[src/rtl/clock_div_scheduler.sv]
// clock_div_scheduler
//   Run-time controller for a power-of-two clock divider (/2, /4, /8, /16 with the
//   default SEL_W). Produces single-cycle enable ticks and a 50% duty divided waveform
//   from the system clock. Ratio changes arrive over a valid/ready handshake and are
//   applied only at a period boundary, so no output period is ever cut short or stretched.
//
// Ports
//   clk        in   system clock, rising edge
//   reset      in   synchronous, active-high reset
//   en         in   1 = run the divider, 0 = stop at the next period boundary
//   cfg_valid  in   new ratio request valid
//   cfg_sel    in   requested ratio select, divide ratio = 2^(cfg_sel+1)
//   cfg_ready  out  request can be accepted this cycle (IDLE or RUN)
//   tick       out  one-cycle pulse on the last cycle of each divided period
//   div_out    out  50% duty divided waveform
//   cur_sel    out  ratio select currently in effect
//   busy       out  high while the divider is counting (RUN, SWITCH, STOP)

module clock_div_scheduler #(
    parameter int unsigned SEL_W     = 2,
    parameter int unsigned RESET_SEL = 0
) (
    input  logic             clk,
    input  logic             reset,
    input  logic             en,
    input  logic             cfg_valid,
    input  logic [SEL_W-1:0] cfg_sel,
    output logic             cfg_ready,
    output logic             tick,
    output logic             div_out,
    output logic [SEL_W-1:0] cur_sel,
    output logic             busy
);

    localparam int unsigned CNT_W = 2 ** SEL_W;

    typedef enum logic [1:0] {
        StIdle,
        StRun,
        StSwitch,
        StStop
    } state_e;

    state_e             state_q, state_d;
    logic [CNT_W-1:0]   cnt_q, cnt_d;
    logic [SEL_W-1:0]   cur_sel_q, cur_sel_d;
    logic [SEL_W-1:0]   pend_sel_q, pend_sel_d;

    logic [CNT_W-1:0]   bnd_mask;
    logic               bnd;
    logic               hs;

    // Low (cur_sel+1) bits of the counter all ones marks the last cycle of a period.
    always_comb begin
        bnd_mask = '0;
        for (int i = 0; i < int'(CNT_W); i++) begin
            bnd_mask[i] = (i <= int'(cur_sel_q));
        end
    end

    assign bnd       = ((cnt_q & bnd_mask) == bnd_mask);
    assign busy      = (state_q != StIdle);
    assign cfg_ready = (state_q == StIdle) || (state_q == StRun);
    assign hs        = cfg_valid && cfg_ready;
    assign tick      = bnd && busy;
    assign div_out   = cnt_q[cur_sel_q] && busy;
    assign cur_sel   = cur_sel_q;

    always_comb begin
        state_d    = state_q;
        cnt_d      = cnt_q;
        cur_sel_d  = cur_sel_q;
        pend_sel_d = pend_sel_q;

        case (state_q)
            StIdle: begin
                cnt_d = '0;
                // Applied directly so a same-cycle en starts with the new ratio.
                if (hs) begin
                    cur_sel_d = cfg_sel;
                end
                if (en) begin
                    state_d = StRun;
                end
            end
            StRun: begin
                cnt_d = cnt_q + CNT_W'(1);
                if (hs) begin
                    pend_sel_d = cfg_sel;
                    state_d    = en ? StSwitch : StStop;
                end else if (!en) begin
                    state_d = StStop;
                end
            end
            StSwitch: begin
                cnt_d = cnt_q + CNT_W'(1);
                if (bnd) begin
                    cur_sel_d = pend_sel_q;
                    cnt_d     = '0;
                    state_d   = en ? StRun : StIdle;
                end
            end
            StStop: begin
                cnt_d = cnt_q + CNT_W'(1);
                // Re-enable keeps counting so the running period is not disturbed.
                if (en) begin
                    state_d = StRun;
                end else if (bnd) begin
                    cnt_d   = '0;
                    state_d = StIdle;
                end
            end
            default: begin
                state_d = StIdle;
                cnt_d   = '0;
            end
        endcase
    end

    always_ff @(posedge clk) begin
        if (reset) begin
            state_q    <= StIdle;
            cnt_q      <= '0;
            cur_sel_q  <= SEL_W'(RESET_SEL);
            pend_sel_q <= '0;
        end else begin
            state_q    <= state_d;
            cnt_q      <= cnt_d;
            cur_sel_q  <= cur_sel_d;
            pend_sel_q <= pend_sel_d;
        end
    end

endmodule

[config.mk]
export PLATFORM = sky130hd
export DESIGN_NAME = clock_div_scheduler
export DESIGN_NICKNAME = d
export VERILOG_FILES = /design/src/rtl/clock_div_scheduler.sv
export SDC_FILE = /design/constraint.sdc
export NUM_CORES = 1
export LEC_CHECK = 0
export CAP_MARGIN = 30
export CORE_UTILIZATION = 43
export CTS_CLUSTER_SIZE = 30
export DETAILED_ROUTE_END_ITERATION = 16
export GPL_TIMING_DRIVEN = 1
export PLACE_DENSITY_LB_ADDON = 0.05
export SLEW_MARGIN = 10
export SYNTH_ARGS = -nofsm -noshare
export SYNTH_HDL_FRONTEND = slang
export SYNTH_SLANG_ARGS = --single-unit
[constraint.sdc]
create_clock -name clk -period 1.43 [get_ports clk]
set_input_delay 0.143 -clock clk [delete_from_list [all_inputs] [get_ports clk]]
set_output_delay 0.143 -clock clk [all_outputs]
set_load 0.02 [all_outputs]
==> results of run 1 <==
[metal layers]
layer,vias up,share of wire (%)
li1,289,-
met4,0,0.83
met5,-,0
met3,2,3.2
met1,254,49
met2,10,47
[power groups by stage]
stage	logic, mW	clock network, mW	registers, mW
finish	0.313	0.259	0.323
global route	0.335	0.283	0.327
CTS	0.298	0.264	0.319
detailed placement	0.306	0	0.323
global placement	0.303	0	0.322
floorplan	0.150	0	0.336
[cells by family after synthesis]
group / count (synthesis) / share of synthesized area [%]
muxes: 4 / 8.658
xor gates and xnor gates: 2 / 3.031
adders and majority gates: 1 / 2.164
AOI/OAI and AO/OA: 17 / 27.28
and+or+nand+nor: 24 / 20.78
buffers and inverters: 5 / 3.462
DFF: 10 / 34.63
[sequential cells by signal (all words and copies together) (netlist names)]
signal / count
pend_sel_q: 2
cnt_q: 4
cur_sel: 2
state_q: 2
[final timing paths]
path / depth (start not counted) / slack [ps] / end
worst max register to register: 5 / -30 / cur_sel[0]
worst max-delay path: 5 / -30 / cur_sel[0]
worst min register to register: 2 / 460 / pend_sel_q[0]
worst min-delay path: 2 / 460 / pend_sel_q[0]
[repair_timing]
| item | CTS | global route |
|---|---|---|
| setup endpoints to repair | 8 | 6 |
| resized for setup | 15 | 9 |
| pin swaps | 2 | 0 |
| buffers inserted | 2 | 0 |
[through the flow]
step           utilization (%)  hold slack [ps]  setup slack [ps]  setup TNS, ps
2_1_floorplan                -            304.2             5.585              0
3_3_place_gp             70.09            442.0            -103.9         -388.8
3_5_place_dp             70.09            451.1            -126.6         -461.3
4_1_cts                  74.15            460.6            -119.1         -213.1
5_1_grt                  76.39            483.9            -101.1         -250.0
6_report                 76.39            457.5            -33.31         -64.01
[placed cells by master, fill, tap and decap left out, types with 2 or more instances in the layout]
| master | count |
|---|---|
| a211oi_1 | 5 |
| buf_4 | 17 |
| mux2i_1 | 2 |
| dlygate4sd2_1 | 4 |
| clkdlybuf4s50_1 | 5 |
| inv_1 | 2 |
| nor2_1 | 4 |
| nand2b_1 | 2 |
| o21ai_0 | 2 |
| buf_2 | 2 |
| nand2_1 | 6 |
| clkbuf_4 | 3 |
| dfxtp_2 | 3 |
| mux2_4 | 2 |
| nor2b_1 | 3 |
| dfxtp_1 | 6 |
| a21oi_1 | 2 |
| nand3_1 | 3 |
[final cells by class]
type | instances | area [µm²]
clock buffer | 4 | 36.28
tap | 14 | 17.52
fill | 83 | 276.5
multi-input combinational | 48 | 387.9
timing repair buffer | 29 | 234.0
sequential | 10 | 207.7
inverter | 3 | 11.26
[tightest hold or removal path, stage by stage (launching register included)]
cell and delay (ps):
dfxtp_1 310, nand2_1 50, a21oi_1 50
==> run_results.csv, run 1 <==
group,metric,value,unit
sta,finalClockSkew,5.295,ps
pwr,leakage,0.3858,nW
worst_setup_path,arrival,1620,ps
worst_setup_path,cpPeakStageDelay,380,ps
worst_setup_path,cpMaxStageDelayCell,"a2111oi_4",
sta,worst_slack,-33.31,ps
job,drv_cap,0,
cts,clk_latency,270,ps
sta,rsz0062_at_grt,"true",
cts,cts_buffers,3,
route,viasPerCell,5.139,
synth,syn_area,578.1,µm²
finish,syn_to_final_growth,54.76,%
pwr,comb_power_share,35.0,%
worst_setup_path,r2r-start,"cnt_q[3]",
grt,grt-ovfl-total,0,
min_path,min_path_type,"flop to flop",
worst_setup_path,path_buf_inv,1,
placement,detailed_place_hpwl,953.4,µm
pwr,p_sw_share,30.86,%
sta,fin_crit_sh,102.3,%
outcome,violations,"setup timing",
synth,synth_cell_types,30,
pwr,p_per_area,1001,nW/µm²
grt,grt_pass1_wl,2.214,mm
pwr,internal_power,619.2,µW
cts,cts_root_buf,"clkbuf_4",
finish,drive_gt1_share,43.62,%
synth,synth.avg_cell_area,9.175,µm²
worst_setup_path,path_cells,"nand2b_4, a21boi_4, buf_6, a2111oi_4, mux2_4",
die,start_util,49.36,%
pwr,total_power,895.6,µW
grt,grt_start_max_net_pins,10,
sta,slew_viol_final,0,
grt,met2_usage,36.25,%
grt,grt_usage,22.21,%
synth,ys_async_sr_fraction,0,%
worst_setup_path,timing_worst_setup_path_type,"flop to flop",
synth,synth_fp_nets,70,
pwr,seq_power_share,36.1,%
placement,numPortBuffers,11,
route,vias,555,
worst_setup_path,cp_max_fo,3,
cts,cts_num_sinks,10,
synth,synth_flop_cell,"dfxtp_1",
synth,yosys-top-cells-count,"dfxtp_1 (10), nand2_1 (6), a211oi_1 (5), nor2_1 (5)",
route,route.detailed.drc,0,
synth,yosys_register_bits,10,
die,rows,12,
cts,postCtsHoldBufs,0,
route,drtIter0Drc,2,
sta,fmax,683.4,MHz
die,floorplan.die.height,38.67,µm
worst_setup_path,startpoint_type,"flop",
grt,antenna_found_initial,0,
route,wl_per_cell,12.20,µm
die,die_area,1495,µm²
grt,met1_usage,27.11,%
synth,yosysWarnings,0,
die,core,1171,µm²
finish,fin_nets,102,
worst_setup_path,critPathTopFamily,"compound AO/OA/AOI/OAI gates",
placement,gp_congestion,0.7508,
min_path,min-delay-start,"pend_sel_q[0]",
placement,placed_area,820.8,µm²
synth,synth.most_common_cell,"dfxtp_1",
synth,yosysTopAreaCellShare,34.63,%
worst_setup_path,cp.required,1580,ps
finish,fin_area,894.6,µm²
placement,place_inst,102,
synth,synthCells,63,
sta,setup_viol,2,
finish,diodes,0,
synth,synthTopCellsByArea,"dfxtp_1 (35%), a211oi_1 (6.5%), mux2_4 (5.2%), a2111oi_4 (4.8%), nand2_1 (3.9%)",
outcome,status,"complete, but fails checks",
route,drtPass1Iterations,4,
synth,yosysSeqAreaShare,34.63,%
cts,tritoncts,"yes",
grt,met3_usage,5.202,%
worst_setup_path,worstSetupEndpointType,"flop",
sta,min_period,1463,ps
cts,htreeDepth,1,
cts,cts.clk_slew.worst_paths,70,ps
sta,max_slew_margin,75.33,%
pwr,power_switching,276.4,µW
worst_setup_path,crit_path_start,"cnt_q[3]",
die,io-pin-count,12,
die,fp.dieW,38.67,µm
route,wl,1.318,mm
cts,clockBufferDepth,2,
pwr,clkPwrFrac,29.0,%
finish,fin_cells,108,
synth,synth_edf_count,0,
synth,synth_area_leader_cell,"dfxtp_1",
sta,worstMarginPinSlew,370.1,ps
route,antenna_left,0,
grt,grt-busiest-layer,"met2",
pwr,vdd_drop_max,0.5957,mV
sta,hold_viol_final,0,
grt,grt_pass1_vias,536,
Power figures use the tool's default switching activity.
==> run 2: changes to the inputs <==
- clock period: 1.43 -> 1.3 ns (I/O delays scaled with it)
==> run 2 against run 1 <==
The run still ends with setup timing left. Clock power down 7%. Total power is 19% higher. Cell count grew 7.4%. Setup slack worse by 120 ps. Utilization rose by 10 points. Design area increased by 14%. Register-to-register slack lost 120 ps. Largest cell class unchanged. Largest power group is now combinational cells.
==> run_results.csv, run 2 (synthesized netlist as in run 1, its figures left out) <==
group,metric,value,unit
worst_setup_path,worstSetupEndpointType,"flop",
cts,cts.clk_slew.worst_paths,80,ps
finish,fill_cells,63,
route,viasPerCell,5.552,
worst_setup_path,startpoint_type,"flop",
pwr,comb_power_share,43.7,%
cts,clockBufferDepth,2,
worst_setup_path,reg2regPathDepth,5,
route,drtIter0Drc,22,
worst_setup_path,cp_max_fo,7,
sta,hold_ws,460.3,ps
die,floorplan.die.height,38.67,µm
pwr,internal_power,697.9,µW
pwr,p_sw_share,34.49,%
sta,worst_slack,-157.6,ps
cts,cts_num_sinks,10,
grt,grt_pass1_vias,586,
die,rows,12,
route,antenna_left,0,
route,wl_per_cell,16.79,µm
grt,antenna_found_initial,0,
finish,largest_reg_flops,4,
route,drtPass1Iterations,4,
cts,cts_root_buf,"clkbuf_4",
die,io-pin-count,12,
worst_setup_path,timing.rr.end,"cur_sel[0]",
sta,worstMarginPinSlew,400.0,ps
sta,fin_crit_sh,112.1,%
sta,tns,-652.8,ps
sta,min_period,1458,ps
placement,place_inst,106,
grt,grt_start_max_net_pins,10,
pwr,vdd_drop_max,0.7386,mV
grt,grt_pass1_wl,2.484,mm
finish,syn_to_final_growth,75.76,%
worst_setup_path,cp-endpoint,"cur_sel[0]",
finish,drive_gt1_share,53.92,%
finish,final_common_cell,"buf_4",
die,fp.dieW,38.67,µm
placement,detailed_place_hpwl,1.022,mm
cts,clk_latency,280,ps
sta,slew_viol_final,0,
placement,gp_congestion,0.7770,
cts,htreeDepth,1,
sta,max_slew_margin,73.25,%
finish,top_register,"cnt_q",
sta,finalClockSkew,12.79,ps
finish,diodes,0,
sta,fmax,686.1,MHz
min_path,min_path_type,"flop to flop",
route,route.detailed.drc,0,
job,drv_cap,0,
worst_setup_path,rrSetupSlack,-160,ps
outcome,status,"complete, but fails checks",
sta,hold_viol_final,0,
worst_setup_path,r2r-start,"cur_sel[1]",
pwr,p_per_area,1049,nW/µm²
worst_setup_path,cp.required,1470,ps
sta,setup_viol,9,
worst_setup_path,timing_worst_setup_path_type,"flop to flop",
worst_setup_path,arrival,1630,ps
placement,numPortBuffers,11,
pwr,power_switching,367.5,µW
die,start_util,49.36,%
route,vias,644,
pwr,seq_power_share,33.6,%
sta,rsz0062_at_grt,"true",
grt,grt_usage,24.85,%
pwr,clkPwrFrac,22.7,%
cts,cts_buffers,3,
grt,grt-ovfl-total,0,
pwr,total_power,1.065,mW
die,core,1171,µm²
route,wl,1.948,mm
finish,fin_cells,116,
finish,fin_nets,110,
cts,tritoncts,"yes",
finish,final_cell_mix,"buf_4 (21), dfxtp_1 (6), buf_6 (6)",
outcome,violations,"setup timing",
worst_setup_path,crit_path_start,"cur_sel[1]",
die,die_area,1495,µm²
pwr,leakage,0.4313,nW
run 2: cell count changes in the layout (fill, tap and decap cells not counted), moves of 2 or more:
cell | before | now
a211oi_1 | 5 | 3
buf_4 | 17 | 21
dlygate4sd2_1 | 4 | 2
a211oi_2 | 0 | 2
buf_6 | 1 | 6
run 2: stage by stage:
| step | utilization [%] | setup slack, ps | area (µm²) |
|---|---|---|---|
| 6_report | 86.75 | -157.6 | 1016 |
| 5_1_grt | 86.75 | -178.2 | 1016 |
| 4_1_cts | 81.20 | -123.3 | 950.9 |
| 3_5_place_dp | 73.72 | -236.4 | 863.3 |
| 3_3_place_gp | 73.72 | -233.6 | 863.3 |
| 2_1_floorplan | - | -122.2 | 594.3 |
run 2: worst min-delay path by stage:
stage	from	end	slack (ps)	cells after the start
after floorplan	cfg_sel[0]	pend_sel_q[0]	290	2
after global placement	pend_sel_q[1]	pend_sel_q[1]	440	2
after detailed placement	pend_sel_q[1]	pend_sel_q[1]	450	2
after CTS	pend_sel_q[1]	pend_sel_q[1]	460	2
after global routing	pend_sel_q[1]	pend_sel_q[1]	480	2
final	pend_sel_q[1]	pend_sel_q[1]	460	2
run 2: area by class of cell:
| cell class | count | area (µm²) | area share [%] |
|---|---|---|---|
| clock buffer | 4 | 26.28 | 2.586 |
| inverter | 3 | 11.26 | 1.108 |
| timing repair buffer | 37 | 322.8 | 31.77 |
| tap | 14 | 17.52 | 1.724 |
| sequential | 10 | 207.7 | 20.44 |
| multi-input combinational | 48 | 430.4 | 42.36 |
run 2: worst max-delay path, stage by stage (launching register included):
cell	delay [ps]
dfxtp_4	380
a21bo_4	190
buf_6	90
a21oi_4	50
a2111oi_4	300
mux2_4	330
run 2: power groups by stage:
stage / Combinational, mW / Clock, mW / Sequential [mW]
5_1_grt: 0.487 / 0.256 / 0.361
6_report: 0.466 / 0.242 / 0.358
3_3_place_gp: 0.351 / 0 / 0.354
4_1_cts: 0.392 / 0.233 / 0.356
3_5_place_dp: 0.354 / 0 / 0.356
2_1_floorplan: 0.173 / 0 / 0.372
run 2: repair_timing:
| item | 4_1_cts | 5_1_grt |
|---|---|---|
| gates resized for setup | 34 | 9 |
| pin swaps | 5 | 3 |
| setup endpoints to repair | 13 | 7 |
| setup buffers | 3 | 3 |
| hold buffers | 0 | 0 |
run 2: layer usage:
metal	routed length [µm]	global-route usage (%)	vias up
met2	1026	47.08	26
met3	80	4.624	9
met4	73	12.07	0
li1	-	-	304
met5	0	0	-
met1	769	25.35	305
==> run 3: changes to the inputs <==
- CORE_AREA: default -> 2 2 39 41
- CORE_UTILIZATION: 43 -> default
- DIE_AREA: default -> 0 0 41 43
- DONT_BUFFER_PORTS: default -> 1
- SETUP_SLACK_MARGIN: default -> 0.4
- SKIP_CTS_REPAIR_TIMING: default -> 1
==> run 3 against run 2 <==
The flow still finishes with violations (setup timing). Critical path type is now flop to output pin. Clock skew shrank 12 ps. Sequential cell count stayed put. Die area up 18%. Sequential power rose by 1%. Sequential share of layout area rose by 0.95 points. Non-clock buffer count fell by 11.
==> run_results.csv, run 3 (synthesized netlist as in run 1, its figures left out) <==
group,metric,value,unit
outcome,violations,"setup timing",
worst_setup_path,path_cells,"buf_6, and2b_1, a211oi_2, a211oi_2, buf_4",
worst_setup_path,cp.required,1170,ps
job,drv_cap,0,
worst_setup_path,startpoint_type,"flop",
worst_setup_path,timing.rr.end,"cur_sel[1]",
route,route.detailed.drc,0,
die,die_area,1763,µm²
cts,cts_buffers,3,
cts,clk_latency,260,ps
worst_setup_path,cp_max_fo,4,
route,viasPerCell,5.262,
route,drtIter0Drc,7,
finish,fin_nets,99,
die,floorplan.die.height,43,µm
min_path,min_path_type,"primary input to flop",
sta,slew_viol_final,0,
finish,syn_to_final_growth,74.03,%
finish,final_cell_mix,"buf_6 (14), buf_4 (11), a211oi_2 (5)",
worst_setup_path,rrSetupSlack,-70,ps
grt,grt_start_max_net_pins,13,
cts,htreeDepth,1,
finish,diodes,0,
grt,antenna_found_initial,0,
pwr,vdd_drop_max,0.7166,mV
route,antenna_left,0,
worst_setup_path,path_buf_inv,2,
placement,detailed_place_hpwl,953.5,µm
sta,fmax,679.4,MHz
worst_setup_path,worst-path-stages,5,
grt,grt_pass1_vias,485,
pwr,leakage,0.4077,nW
route,drtPass1Iterations,3,
finish,top_register,"cnt_q",
sta,tns,-383.2,ps
die,core,1384,µm²
finish,fin_area,1006,µm²
cts,clockBufferDepth,2,
placement,numPortBuffers,0,
die,io-pin-count,12,
sta,setup_viol,4,
cts,cts_root_buf,"clkbuf_4",
finish,drive_gt1_share,67.03,%
die,rows,14,
cts,cts_num_sinks,10,
sta,fin_crit_sh,113.2,%
grt,grt_usage,16.72,%
cts,tritoncts,"yes",
placement,gp_congestion,0.6622,
route,wl_per_cell,13.74,µm
sta,rsz0062_at_grt,"true",
die,start_util,41.77,%
route,wl,1.470,mm
outcome,status,"complete, but fails checks",
pwr,total_power,1.084,mW
worst_setup_path,cpMaxStageDelayCell,"dfxtp_4",
grt,grt-ovfl-total,0,
sta,hold_viol_final,0,
worst_setup_path,crit_path_start,"cur_sel[1]",
sta,min_period,1472,ps
die,fp.dieW,41,µm
worst_setup_path,cpPeakStageDelay,380,ps
finish,utilization,72.69,%
worst_setup_path,critPathTopFamily,"flip-flops",
worst_setup_path,reg2regPathDepth,4,
sta,worstMarginPinSlew,389.8,ps
finish,largest_reg_flops,4,
grt,grt_pass1_wl,1.994,mm
worst_setup_path,r2r-start,"cnt_q[3]",
worst_setup_path,timing_worst_setup_path_type,"flop to output pin",
worst_setup_path,worstSetupEndpointType,"output pin",
placement,place_ws,-106.4,ps
cts,cts.clk_slew.worst_paths,70,ps
finish,final_common_cell,"buf_6",
pwr,p_per_area,1078,nW/µm²
sta,finalClockSkew,0.8904,ps
worst_setup_path,cp-endpoint,"div_out",
worst_setup_path,critPathMostFrequentCell,"a211oi_2",
route,vias,563,
sta,max_slew_margin,73.93,%
worst_setup_path,arrival,1340,ps
sta,worst_slack,-171.8,ps
placement,placed_area,755.7,µm²
run 3: cell count changes in the layout (fill, tap and decap cells not counted), moves of 3 or more:
cell	before	now
a211oi_1	3	0
a211oi_2	2	5
buf_4	21	11
buf_6	6	14
clkdlybuf4s50_1	5	0
run 3: per-layer routing:
| metal | GRT usage [%] | part of all wire [%] |
|---|---|---|
| met5 | 0 | 0 |
| met4 | 8.000 | 0.61 |
| met3 | 3.141 | 3.1 |
| met2 | 25.31 | 53 |
| met1 | 21.85 | 43 |
run 3: worst min-delay path by stage:
stage | startpoint | endpoint | slack, ps | cells after the start
2_1_floorplan | cfg_sel[0] | pend_sel_q[0] | 290 | 2
3_3_place_gp | reset | cnt_q[1] | 200 | 1
3_5_place_dp | reset | cnt_q[1] | 200 | 1
4_1_cts | reset | pend_sel_q[0] | -80 | 1
5_1_grt | cfg_sel[0] | pend_sel_q[0] | 10 | 2
6_report | cfg_sel[1] | pend_sel_q[1] | 20 | 2
run 3: where the power goes:
part / leakage (nW) / switching (mW) / internal (mW)
combinational: 0.302 / 0.207 / 0.236
sequential: 0.0850 / 0.0298 / 0.332
clock: 0.0210 / 0.109 / 0.170
total: 0.408 / 0.346 / 0.738
run 3: worst register-to-register path: stages (launching register included):
cell       delay (ps)
dfxtp_2           340
nand2b_4          140
a21boi_4           90
a2111oi_4         380
mux2_4            330
run 3: metrics by stage:
stage,instances,hold slack (ps)
3_5_place_dp,94,201.2
2_1_floorplan,63,290.0
3_3_place_gp,94,199.7
6_report,107,20.21
5_1_grt,107,13.21
4_1_cts,98,-80.73
run 3: area by class of cell:
class	instances	area, µm²
clock buffers	4	36.28
repair buffers	26	250.2
well taps	16	20.02
flip-flops and latches	10	215.2
fillers	103	377.9
inverters	3	18.77
multi-input cells	48	465.4
